## src/rtl/garegga_sndcmd_tx.sv

```systemverilog
// rtl/garegga_sndcmd_tx.sv - 68k-side sound command transmitter (FIFO -> SOUNDLATCH/Z80INT/ack handshake)
// Optional ack timeout built when SNDCMD_TIMEOUT_EN is defined.
module garegga_sndcmd_tx #(
  parameter int DEPTH      = 4,
  parameter int INT_HOLD   = 8,
  parameter int GAP_CYCLES = 4,
  parameter int TIMEOUT    = 65535
) (
  input  logic       CLK96,
  input  logic       RESET96,
  input  logic       CPU_WR,
  input  logic [7:0] CPU_DIN,
  input  logic       STATUS_CLR,
  input  logic       Z80_ACK,
  output logic [7:0] SOUNDLATCH,
  output logic       Z80INT,
  output logic       FULL,
  output logic       BUSY,
  output logic [7:0] STATUS
);

  localparam int AW = $clog2(DEPTH);
  localparam logic [15:0] HOLD_LOAD = 16'(INT_HOLD - 1);
  localparam logic [15:0] GAP_LOAD  = 16'(GAP_CYCLES - 1);
  localparam bit NO_GAP = (GAP_CYCLES == 0);

  typedef enum logic [1:0] {S_IDLE, S_INT, S_WAIT_ACK, S_GAP} state_t;

  logic [7:0]    mem [DEPTH];
  logic [AW-1:0] wr_ptr, rd_ptr;
  logic [AW:0]   count;
  state_t        state, state_n;
  logic [15:0]   cnt, cnt_n;
  logic          ack_seen, ack_seen_n;
  logic          int_q, int_n;
  logic [7:0]    latch;
  logic          ovf;
  logic          tmo_bit;
  logic          empty, full, push, pop, ovf_set;
  logic [4:0]    count_w;
  logic [2:0]    count_sat;

  assign empty   = (count == '0);
  assign full    = (count == (AW+1)'(DEPTH));
  assign push    = CPU_WR && !full;
  assign ovf_set = CPU_WR && full;

`ifdef SNDCMD_TIMEOUT_EN
  localparam logic [15:0] TMO_LAST = 16'(TIMEOUT - 1);
  logic [15:0] tmo_cnt, tmo_cnt_n;
  logic        tmo, tmo_hit;
  assign tmo_bit = tmo;
`else
  assign tmo_bit = 1'b0;
`endif

  always_comb begin
    state_n    = state;
    cnt_n      = cnt;
    ack_seen_n = ack_seen;
    int_n      = int_q;
    pop        = 1'b0;
`ifdef SNDCMD_TIMEOUT_EN
    tmo_cnt_n  = tmo_cnt;
    tmo_hit    = 1'b0;
`endif
    case (state)
      S_IDLE: begin
        if (!empty) begin
          pop        = 1'b1;
          int_n      = 1'b1;
          cnt_n      = HOLD_LOAD;
          ack_seen_n = 1'b0;
          state_n    = S_INT;
        end
      end
      S_INT: begin
        if (Z80_ACK) ack_seen_n = 1'b1;
        if (cnt == '0) begin
          int_n = 1'b0;
          // An ack that arrived while Z80INT was still high skips the ack wait.
          if (ack_seen || Z80_ACK) begin
            state_n = NO_GAP ? S_IDLE : S_GAP;
            cnt_n   = GAP_LOAD;
          end else begin
            state_n = S_WAIT_ACK;
`ifdef SNDCMD_TIMEOUT_EN
            tmo_cnt_n = '0;
`endif
          end
        end else begin
          cnt_n = cnt - 16'd1;
        end
      end
      S_WAIT_ACK: begin
        if (Z80_ACK) begin
          state_n = NO_GAP ? S_IDLE : S_GAP;
          cnt_n   = GAP_LOAD;
        end
`ifdef SNDCMD_TIMEOUT_EN
        else if (tmo_cnt == TMO_LAST) begin
          tmo_hit = 1'b1;
          state_n = NO_GAP ? S_IDLE : S_GAP;
          cnt_n   = GAP_LOAD;
        end else begin
          tmo_cnt_n = tmo_cnt + 16'd1;
        end
`endif
      end
      S_GAP: begin
        if (cnt == '0) state_n = S_IDLE;
        else           cnt_n   = cnt - 16'd1;
      end
      default: state_n = S_IDLE;
    endcase
  end

  // Storage is not reset; reset only discards it via the pointers and count.
  always_ff @(posedge CLK96) begin
    if (push) mem[wr_ptr] <= CPU_DIN;
  end

  always_ff @(posedge CLK96 or posedge RESET96) begin
    if (RESET96) begin
      wr_ptr   <= '0;
      rd_ptr   <= '0;
      count    <= '0;
      state    <= S_IDLE;
      cnt      <= '0;
      ack_seen <= 1'b0;
      int_q    <= 1'b0;
      latch    <= 8'h00;
      ovf      <= 1'b0;
    end else begin
      state    <= state_n;
      cnt      <= cnt_n;
      ack_seen <= ack_seen_n;
      int_q    <= int_n;
      if (push) wr_ptr <= wr_ptr + AW'(1);
      if (pop) begin
        rd_ptr <= rd_ptr + AW'(1);
        latch  <= mem[rd_ptr];
      end
      case ({push, pop})
        2'b10:   count <= count + (AW+1)'(1);
        2'b01:   count <= count - (AW+1)'(1);
        default: count <= count;
      endcase
      if (ovf_set)         ovf <= 1'b1;
      else if (STATUS_CLR) ovf <= 1'b0;
    end
  end

`ifdef SNDCMD_TIMEOUT_EN
  always_ff @(posedge CLK96 or posedge RESET96) begin
    if (RESET96) begin
      tmo_cnt <= '0;
      tmo     <= 1'b0;
    end else begin
      tmo_cnt <= tmo_cnt_n;
      if (tmo_hit)         tmo <= 1'b1;
      else if (STATUS_CLR) tmo <= 1'b0;
    end
  end
`endif

  assign count_w   = 5'(count);
  assign count_sat = (count_w > 5'd7) ? 3'd7 : count_w[2:0];

  assign SOUNDLATCH = latch;
  assign Z80INT     = int_q;
  assign FULL       = full;
  assign BUSY       = !empty || (state != S_IDLE);
  assign STATUS     = {BUSY, full, empty, ovf, tmo_bit, count_sat};

endmodule

```

## config.mk

```make
export PLATFORM = sky130hd
export DESIGN_NAME = garegga_sndcmd_tx
export DESIGN_NICKNAME = d
export VERILOG_FILES = /design/src/rtl/garegga_sndcmd_tx.sv
export SDC_FILE = /design/constraint.sdc
export NUM_CORES = 1
export LEC_CHECK = 0
export CORE_ASPECT_RATIO = 0.7
export CORE_MARGIN = 3
export CORE_UTILIZATION = 57
export CTS_BUF_LIST = sky130_fd_sc_hd__clkbuf_16
export DETAILED_ROUTE_END_ITERATION = 10
export GPL_TIMING_DRIVEN = 0
export PLACE_DENSITY = 0.91
export SLEW_MARGIN = 5
export SYNTH_ARGS = -nofsm -noshare
export SYNTH_HDL_FRONTEND = slang
export SYNTH_SLANG_ARGS = --single-unit
```

## constraint.sdc

```tcl
create_clock -name CLK96 -period 2.78 [get_ports CLK96]
set_input_delay 0.556 -clock CLK96 [delete_from_list [all_inputs] [get_ports CLK96]]
set_output_delay 0.556 -clock CLK96 [all_outputs]
set_load 0.1 [all_outputs]
```

# --- After elaboration in Yosys (flattened, before gate mapping) ---
# Memory sizes are Yosys's and may differ from the RTL's. A register that Yosys moved wholly into a read port is not among the register bits.
# Index checks and enable logic that the tools add are counted.
word_totals:
  out_inout_bits: 19
  in_bits: 13
  ramBits: 32
  word_cells: 71
  n_memories: 1
  register_bits: 28
op_classes:
  eq_ne: 13
  n_reduce_logical: 17
  mux: 26
  magnitude_cmp: 1
  addsub: 5
memory_table:
  columns: ["name", "depth", "word_bits", "rd", "rd_ports_with_merged_regs", "write_ports", "line_no", "text"]
  rows:
  - ["mem", 4, 8, 1, 1, 1, "29", "logic [7:0] mem [DEPTH];"]
op_table:
  columns: ["op", "count"]
  rows:
  - ["16-bit 2-to-1 mux", 5]
  - ["16-bit case mux with 4 select lines", 1]
  - ["16-bit zero test", 1]
  - ["16-bit by 1-bit subtractor with 16-bit output, second input constant", 1]
  - ["2-bit inequality test, second input constant", 6]
  - ["1-bit 2-to-1 mux", 11]
  - ["2-bit 2-to-1 mux", 4]
  - ["2-bit case mux with 4 select lines", 1]
  - ["4-bit AND reduction", 2]
  - ["2-bit nonzero test", 4]
  - ["2-bit equality test, second input constant", 3]
  - ["3-bit case mux with 2 select lines", 1]
  - ["3-bit AND reduction", 2]
  - ["2-bit by 1-bit adder with 2-bit output, second input constant", 2]
  - ["2-bit by 1-bit equality test with 1-bit output, second input constant", 2]
  - ["1-bit case mux with 2 select lines", 2]
  - ["3-bit by 1-bit adder with 3-bit output, second input constant", 1]
  - ["3-bit equality test, second input constant", 1]
  - ["3-bit > comparator, second input constant", 1]
  - ["3-bit zero test", 1]
  - ["3-bit 2-to-1 mux", 1]
  - ["3-bit inequality test, second input constant", 1]
  - ["3-bit by 1-bit subtractor with 3-bit output, second input constant", 1]
  - ["1-bit logical AND", 2]
  - ["other kinds (3)", 5]

# --- Logic depth before layout (Yosys ltp) ---
# Gate-level depths: netlist (run 1).
depth:
  depth_word: 5
  mapped_depth: 11
  ltp_nobuf: 10

# --- Worst setup path before layout (run 1) ---
# No wires, ideal clock.
synth_path:
  kind: "flip-flop to flip-flop"
  startpoint: "reg count[0]"
  endpoint: "reg count[2]"
  slack_ns: 0.058
  synth_period_minus_slack_ns: 2.722
  path_stages_with_launch: 12
  path_buffers: 1
  setup_time_ns: 0.079
  required_ns: 2.701
  arrival_time_ns: 2.643
  cell_sequence: "dfrtp_1 inv_1 and3_1 nor2b_1 clkbuf_1 inv_1 ha_1 inv_1 fa_1 xor2_1 nor2_1 xor2_1"
synth_via:
  elab_chain_cells: 5
  elab_cells_between_ends: 12
  classes_between: "add/sub: 2; eq/ne: 3; mux: 3; reduce/logical: 4"
synth_lines:
  columns: ["element", "line_no", "text"]
  rows:
  - ["start: declaration", "31", "logic [AW:0] count;"]
  - ["start signal: assignment", "145", "2'b10: count <= count + (AW+1)'(1);"]
  - ["start signal: assignment", "146", "2'b01: count <= count - (AW+1)'(1);"]
  - ["start signal: assignment", "147", "default: count <= count;"]
  - ["3-bit equality test (*)", "44", "assign full = (count == (AW+1)'(DEPTH));"]
  - ["via FULL", "17", "output logic FULL,"]
  - ["1-bit zero test (*)", "45", "assign push = CPU_WR && !full;"]
  - ["1-bit logical AND (*)", "45", null]
  - ["2-bit by 1-bit equality test with 1-bit output or 2-bit equality test (tied branches)", "144", "case ({push, pop})"]
  - ["3-bit case mux with 2 select lines or 2-bit nonzero test (tied branches)", null, null]
# Mark *: on every way through the listed nets, which the timed path passes. The rest lies on a longest branch.
# A chain may end at the register's enable or synchronous reset.

# --- Worst setup path after layout (run 1) ---
layout_path:
  startpoint: "reg count[1]"
  endpoint: "out STATUS[6]"
layout_via:
  elab_chain_cells: 1
layout_lines:
  columns: ["element", "line_no", "text"]
  rows:
  - ["3-bit equality test", "44", null]
  - ["end: declaration", "19", "output logic [7:0] STATUS"]
# Every way passes these cells.

==> results of run 1 <==
==> through the flow <==
step	hold slack (ns)	instances
after CTS	0.478	388
after global placement	0.458	372
after floorplan	0.471	270
after global routing	0.514	387
final	0.471	387
after detailed placement	0.465	372
==> sequential cells by signal, indices dropped and copies added (netlist names) <==
signal and count:
Z80INT 1, state 2, wr_ptr 2, ack_seen 1, cnt 16, ovf 1, SOUNDLATCH 8, mem 32
rd_ptr 2, count 3
==> worst min-delay path by stage <==
stage / slack [ns] / cells past startpoint / to / start
floorplan: 0.47 / 1 / cnt[15]$_DFFE_PP0P_ / cnt[15]$_DFFE_PP0P_
global placement: 0.46 / 2 / SOUNDLATCH[0]$_DFFE_PP0P_ / SOUNDLATCH[0]$_DFFE_PP0P_
detailed placement: 0.46 / 2 / SOUNDLATCH[2]$_DFFE_PP0P_ / SOUNDLATCH[2]$_DFFE_PP0P_
CTS: 0.48 / 2 / SOUNDLATCH[2]$_DFFE_PP0P_ / SOUNDLATCH[2]$_DFFE_PP0P_
global route: 0.51 / 2 / SOUNDLATCH[1]$_DFFE_PP0P_ / SOUNDLATCH[1]$_DFFE_PP0P_
finish: 0.47 / 2 / SOUNDLATCH[2]$_DFFE_PP0P_ / SOUNDLATCH[2]$_DFFE_PP0P_
==> cell families after synthesis <==
family / count (synthesis) / synth area share (%)
buffers and inverters: 31 / 4.21
other: 1 / 0.115
DFF: 68 / 56.9
xor gates and xnor gates: 9 / 2.41
and+or+nand+nor: 93 / 15.8
adders and majority gates: 13 / 5.20
muxes: 10 / 6.12
AOI/OAI and AO/OA: 45 / 9.18
==> area by class of cell <==
type	count	area [um^2]	area share, %
tap	72	90.1	2.29
sequential	68	1860	47.3
buffer	14	73.8	1.87
multi-input combinational	171	1270	32.3
timing repair buffer	30	289	7.34
clock buffer	9	225	5.72
inverter	16	60.1	1.53
clock inverter	7	67.6	1.72
==> placed cells by master, fill, tap and decap left out, drive strengths merged, types with 8 or more instances in the layout <==
master and n:
nor3 8, inv 16, ha 12, o21ai 12
dfrtp 36, edfxtp 32, clkdlybuf4s50 25, nor2 13
buf 8, mux4 8, a21oi 12, clkbuf 17
nand2 39
==> layer usage <==
layer / global-route usage, % / up-vias / routed length [um]
met4: 7.78 / 0 / 63
met3: 7.27 / 7 / 401
li1: - / 1047 / -
met2: 35.9 / 80 / 3290
met5: 0 / - / 0
met1: 32.1 / 1080 / 3100
==> worst register-to-register path: stages, from the launching register on <==
cell	delay (ns)
sky130_fd_sc_hd__dfrtp_1	0.42
sky130_fd_sc_hd__inv_1	0.11
sky130_fd_sc_hd__ha_1	0.22
sky130_fd_sc_hd__or4b_1	0.16
sky130_fd_sc_hd__buf_2	0.18
sky130_fd_sc_hd__nand2_2	0.13
sky130_fd_sc_hd__nor4b_2	0.71
sky130_fd_sc_hd__and2_1	0.25
sky130_fd_sc_hd__a22o_1	0.15
==> repair_timing <==
action / in CTS / in global routing
hold buffers: 0 / 0
pin swaps: 0 / 0
endpoints found under the setup margin: 5 / 2
resized for setup: 6 / 2
==> impl_metrics.ini, run 1 <==
[clock_tree]
clock_tree.buffer_depth = 2
numCtsBuffers = 9
insertion_delay_ns = 0.33
clk_pin_slew_ns = 0.06
tritoncts_clock_tree = yes
clock_tree.htree_level_count = 3
clkSinkCount = 68
clock_tree.root_cell = sky130_fd_sc_hd__clkbuf_16
postCtsSetupRepairBufs = 0

[floorplan]
fp.dieH_um = 69.4
fp.dieArea_um2 = 6700
initial_utilization_pct = 60.6
rows = 22
ios = 32
core_region_area_um2 = 5400
die_width_um = 96.5

[timing]
rsz0062_at_grt = false
hold_violations = 0
finalSetupViolCount = 0
finClkSkew_ns = 0.00673
drv_slew = 0
timing.final.crit_share_pct = 95.3
postLayoutSetupSlackWorst_ns = 0.130
fmax_mhz = 377
timing_worst_slew_pin_value_ns = 0.988
totalNegativeSetupSlack_ns = 0
fin_crit_ns = 2.65
slew_headroom_pct = 33.9

[synthesis]
synth.cells.most_frequent = sky130_fd_sc_hd__nand2_1 (38), sky130_fd_sc_hd__dfrtp_1 (36), sky130_fd_sc_hd__edfxtp_1 (32)
yosys.area.top_type_share_pct = 29.4
syn_inst = 270
synth_enable_flop_cells = 32
synth-seq-area-share_pct = 56.9
synth.most_common_cell = sky130_fd_sc_hd__nand2_1
ys_ff_latch = 68
ys_top_cells_by_area = sky130_fd_sc_hd__edfxtp_1 (29%), sky130_fd_sc_hd__dfrtp_1 (28%), sky130_fd_sc_hd__mux4_2 (5.5%)
netlist_area_um2 = 3270
synth_ff_type = sky130_fd_sc_hd__dfrtp_1
netlist-cell-type-count = 49
synthesis.area_per_instance_um2 = 12.1
ys_async_sr_fraction_pct = 52.9
yosys_warnings = 0
yosysTopAreaCell = sky130_fd_sc_hd__edfxtp_1
synth_fp_nets = 296

[critical_path]
timing.rr.start = state[0]$_DFFE_PP0P_
worst_ep_arrival_time_ns = 2.09
critical_path.reg2reg.endpoint = cnt[11]$_DFFE_PP0P_
worst_path_largest_cell_delay_ns = 0.84
crit_path_top_delay_cell = sky130_fd_sc_hd__dlygate4sd2_1
cp.depth = 4
crit_start = count[1]$_DFFE_PP0P_
cpLargestDelayFamily = buffers and inverters
cp-end-kind = primary output
worst_ep_required_time_ns = 2.22
critPathLaunchType = register
r2r.worst_path.cells = 8
crit_path_cell_chain = inv_1, and3_1, buf_4, dlygate4sd2_1
timing.reg2reg.setup_slack_ns = 0.41
setup.worst_path.end = STATUS[6]
worst-path-buf-inv = 3
critPathMaxFanout = 4
crit_path_class = register to primary output

[route]
vias_per_cell = 5.72
vias = 2214
dr.first_iter.drc_count = 191
postRouteAntennaNets = 0
wl_cell_um = 17.7
drt_drc_violations_left = 0
drt_wl_total_mm = 6.86
drt_pass_1_iters = 4

[placed_design]
place_ws_ns = -0.182
numPortBuffers = 30
globalplace.congestion = 0.847
hpwl_mm = 4.64
placed_cell_area_um2 = 3660

[finish]
final_layout_size_suffix_gt1_share_pct = 14.0
nNetsFinal = 336
final_core_utilization_pct = 73.0
finalInstanceArea_um2 = 3940
antenna_cells = 0
flow.area_growth_from_synthesis_pct = 20.4
fillerInstances = 355

[min_path]
worst_hold_path_type = register to register

[global_routing]
globalRoute.totalOverflow = 0
grt_pass1_vias = 2368
globalRouteTotalUtil_pct = 23.5
maximum_number_of_pins_on_one_net_before_global_route_repair = 37
grt_pass1_wl_mm = 11.8
grt_antenna_before_repair = 0

[status]
result_of_the_run = finished clean

[flow_run]
max_cap_viol_count = 0
Power of run 1 is left out: the tool's default activity adds up to more than one toggle a clock period on the data nets, which glitch-free logic cannot reach.
==> inputs of run 2 (changes only) <==
--- a/config.mk
+++ b/config.mk
@@ -12,7 +12,6 @@
 export DETAILED_ROUTE_END_ITERATION = 10
 export GPL_TIMING_DRIVEN = 0
 export PLACE_DENSITY = 0.91
-export SLEW_MARGIN = 5
 export SYNTH_ARGS = -nofsm -noshare
 export SYNTH_HDL_FRONTEND = slang
 export SYNTH_SLANG_ARGS = --single-unit
==> constraint.sdc (replaced) <==
create_clock -name CLK96 -period 2.78 [get_ports CLK96]
set_input_delay 0.556 -clock CLK96 [delete_from_list [all_inputs] [get_ports CLK96]]
set_output_delay 0.556 -clock CLK96 [all_outputs]
set_load 0.05 [all_outputs]
==> impl_metrics.ini, run 2 (synthesis results as in run 1) <==
[placed_design]
globalplace.congestion = 0.847
numPortBuffers = 30
placedCellCount = 372
hpwl_mm = 4.64
place_ws_ns = 0.0863

[clock_tree]
clock_tree.root_cell = sky130_fd_sc_hd__clkbuf_16
clk_pin_slew_ns = 0.05
clock_tree.htree_level_count = 3
cts_hold_buffers = 0
tritoncts_clock_tree = yes
clkSinkCount = 68
clock_tree.buffer_depth = 2
insertion_delay_ns = 0.33
numCtsBuffers = 9

[power]
power_per_cell_area_nw_per_um2 = 1360
p_leak_uw = 0.00162
finalPower_uw = 5380
peakVddDrop_uv = 758

[route]
dr.first_iter.drc_count = 187
postRouteAntennaNets = 0
drt_pass_1_iters = 5
drt_drc_violations_left = 0
vias_per_cell = 5.85
vias = 2263
wl_cell_um = 17.8
drt_wl_total_mm = 6.90

[critical_path]
crit_path_class = register to primary output
critPathLaunchType = register
worst_ep_arrival_time_ns = 2.11
cp-end-kind = primary output
critPathMaxFanout = 6
worst_ep_required_time_ns = 2.22

[timing]
fin_crit_ns = 2.66
totalNegativeSetupSlack_ns = 0
timing_worst_slew_pin_value_ns = 0.810
postLayoutSetupSlackWorst_ns = 0.117
slew_headroom_pct = 45.9
drv_slew = 0
rsz0062_at_grt = false
hold_violations = 0
finalSetupViolCount = 0
timing.final.crit_share_pct = 95.8
finClkSkew_ns = 0.00601
fmax_mhz = 375

[floorplan]
initial_utilization_pct = 60.6
rows = 22
ios = 32
fp.dieArea_um2 = 6700
fp.dieH_um = 69.4
core_region_area_um2 = 5400
die_width_um = 96.5

[finish]
final_core_utilization_pct = 73.1
flow.area_growth_from_synthesis_pct = 20.6
antenna_cells = 0
layout.cells.most_common_list = sky130_fd_sc_hd__nand2_1 (38), sky130_fd_sc_hd__dfrtp_1 (36), sky130_fd_sc_hd__edfxtp_1 (32)
fin_cells = 387
max_flop_register = mem
largest_reg_flops = 32
layout_commonest_cell = sky130_fd_sc_hd__nand2_1
final_layout_size_suffix_gt1_share_pct = 13.7
nNetsFinal = 336

[global_routing]
maximum_number_of_pins_on_one_net_before_global_route_repair = 37
grt_pass1_vias = 2374
globalRoute.totalOverflow = 0
grt_antenna_before_repair = 0
grt_pass1_wl_mm = 11.8
globalRouteTotalUtil_pct = 23.6

[status]
result_of_the_run = finished clean

[min_path]
worst_hold_path_type = register to register

[flow_run]
max_cap_viol_count = 0
==> run 2: cell count changes in the layout (fill, tap and decap cells not counted) <==
cell,previous run,this run
sky130_fd_sc_hd__buf_4,6,5
sky130_fd_sc_hd__dlygate4sd2_1,3,1
sky130_fd_sc_hd__clkdlybuf4s50_1,25,28
==> run 2: layout make-up <==
class,instances,area (um^2)
Sequential cell,68,1860
Fill cell,354,1450
Multi-Input combinational cell,171,1270
Timing Repair Buffer,30,294
Clock buffer,9,225
Tap cell,72,90.1
Buffer,14,73.8
Clock inverter,7,67.6
Inverter,16,60.1
==> run 2: power by group <==
part           internal [uW]  switching, uW
Combinational            976           1610
Sequential              1410            284
Clock                    688            418
Total                   3070           2310
==> run 2: timing repair <==
item,in CTS,in global routing
resized for setup,2,2
buffers inserted,0,0
hold endpoints to repair,0,0
pin swaps,0,0
setup endpoints to repair,2,2
==> run 2: worst max-delay path, cell delays in order, from the launching register on <==
cell,delay (ns)
sky130_fd_sc_hd__dfrtp_1,0.40
sky130_fd_sc_hd__inv_1,0.15
sky130_fd_sc_hd__ha_1,0.19
sky130_fd_sc_hd__or4b_1,0.43
sky130_fd_sc_hd__buf_2,0.18
sky130_fd_sc_hd__dlygate4sd2_1,0.43
==> run 2: final timing paths <==
kind | start | endpoint | slack [ns] | cells past startpoint
max reg2reg | state[0]$_DFFE_PP0P_ | cnt[11]$_DFFE_PP0P_ | 0.43 | 8
max in group asynchronous | RESET96 | SOUNDLATCH[0]$_DFFE_PP0P_ | 1.57 | 2
min | SOUNDLATCH[2]$_DFFE_PP0P_ | SOUNDLATCH[2]$_DFFE_PP0P_ | 0.47 | 2
max | state[1]$_DFFE_PP0P_ | BUSY | 0.12 | 5
min in group asynchronous | RESET96 | SOUNDLATCH[3]$_DFFE_PP0P_ | 0.69 | 2
min reg2reg | SOUNDLATCH[2]$_DFFE_PP0P_ | SOUNDLATCH[2]$_DFFE_PP0P_ | 0.47 | 2
==> run 2: layer usage <==
| metal | part of all wire, % | vias to the layer above | GRT usage [%] |
|---|---|---|---|
| met4 | 0.93 | 0 | 7.78 |
| li1 | - | 1049 | - |
| met3 | 6.1 | 10 | 7.27 |
| met5 | 0 | - | 0 |
| met1 | 45 | 1112 | 32.2 |
| met2 | 48 | 92 | 35.9 |
==> run 2: stage by stage <==
step / hold WS (ns) / cell area, um^2
after detailed placement: 0.465 / 3660
after floorplan: 0.471 / 3270
final: 0.471 / 3940
after global placement: 0.458 / 3660
after CTS: 0.478 / 3950
after global routing: 0.514 / 3940
Power figures use the tool's default switching activity.
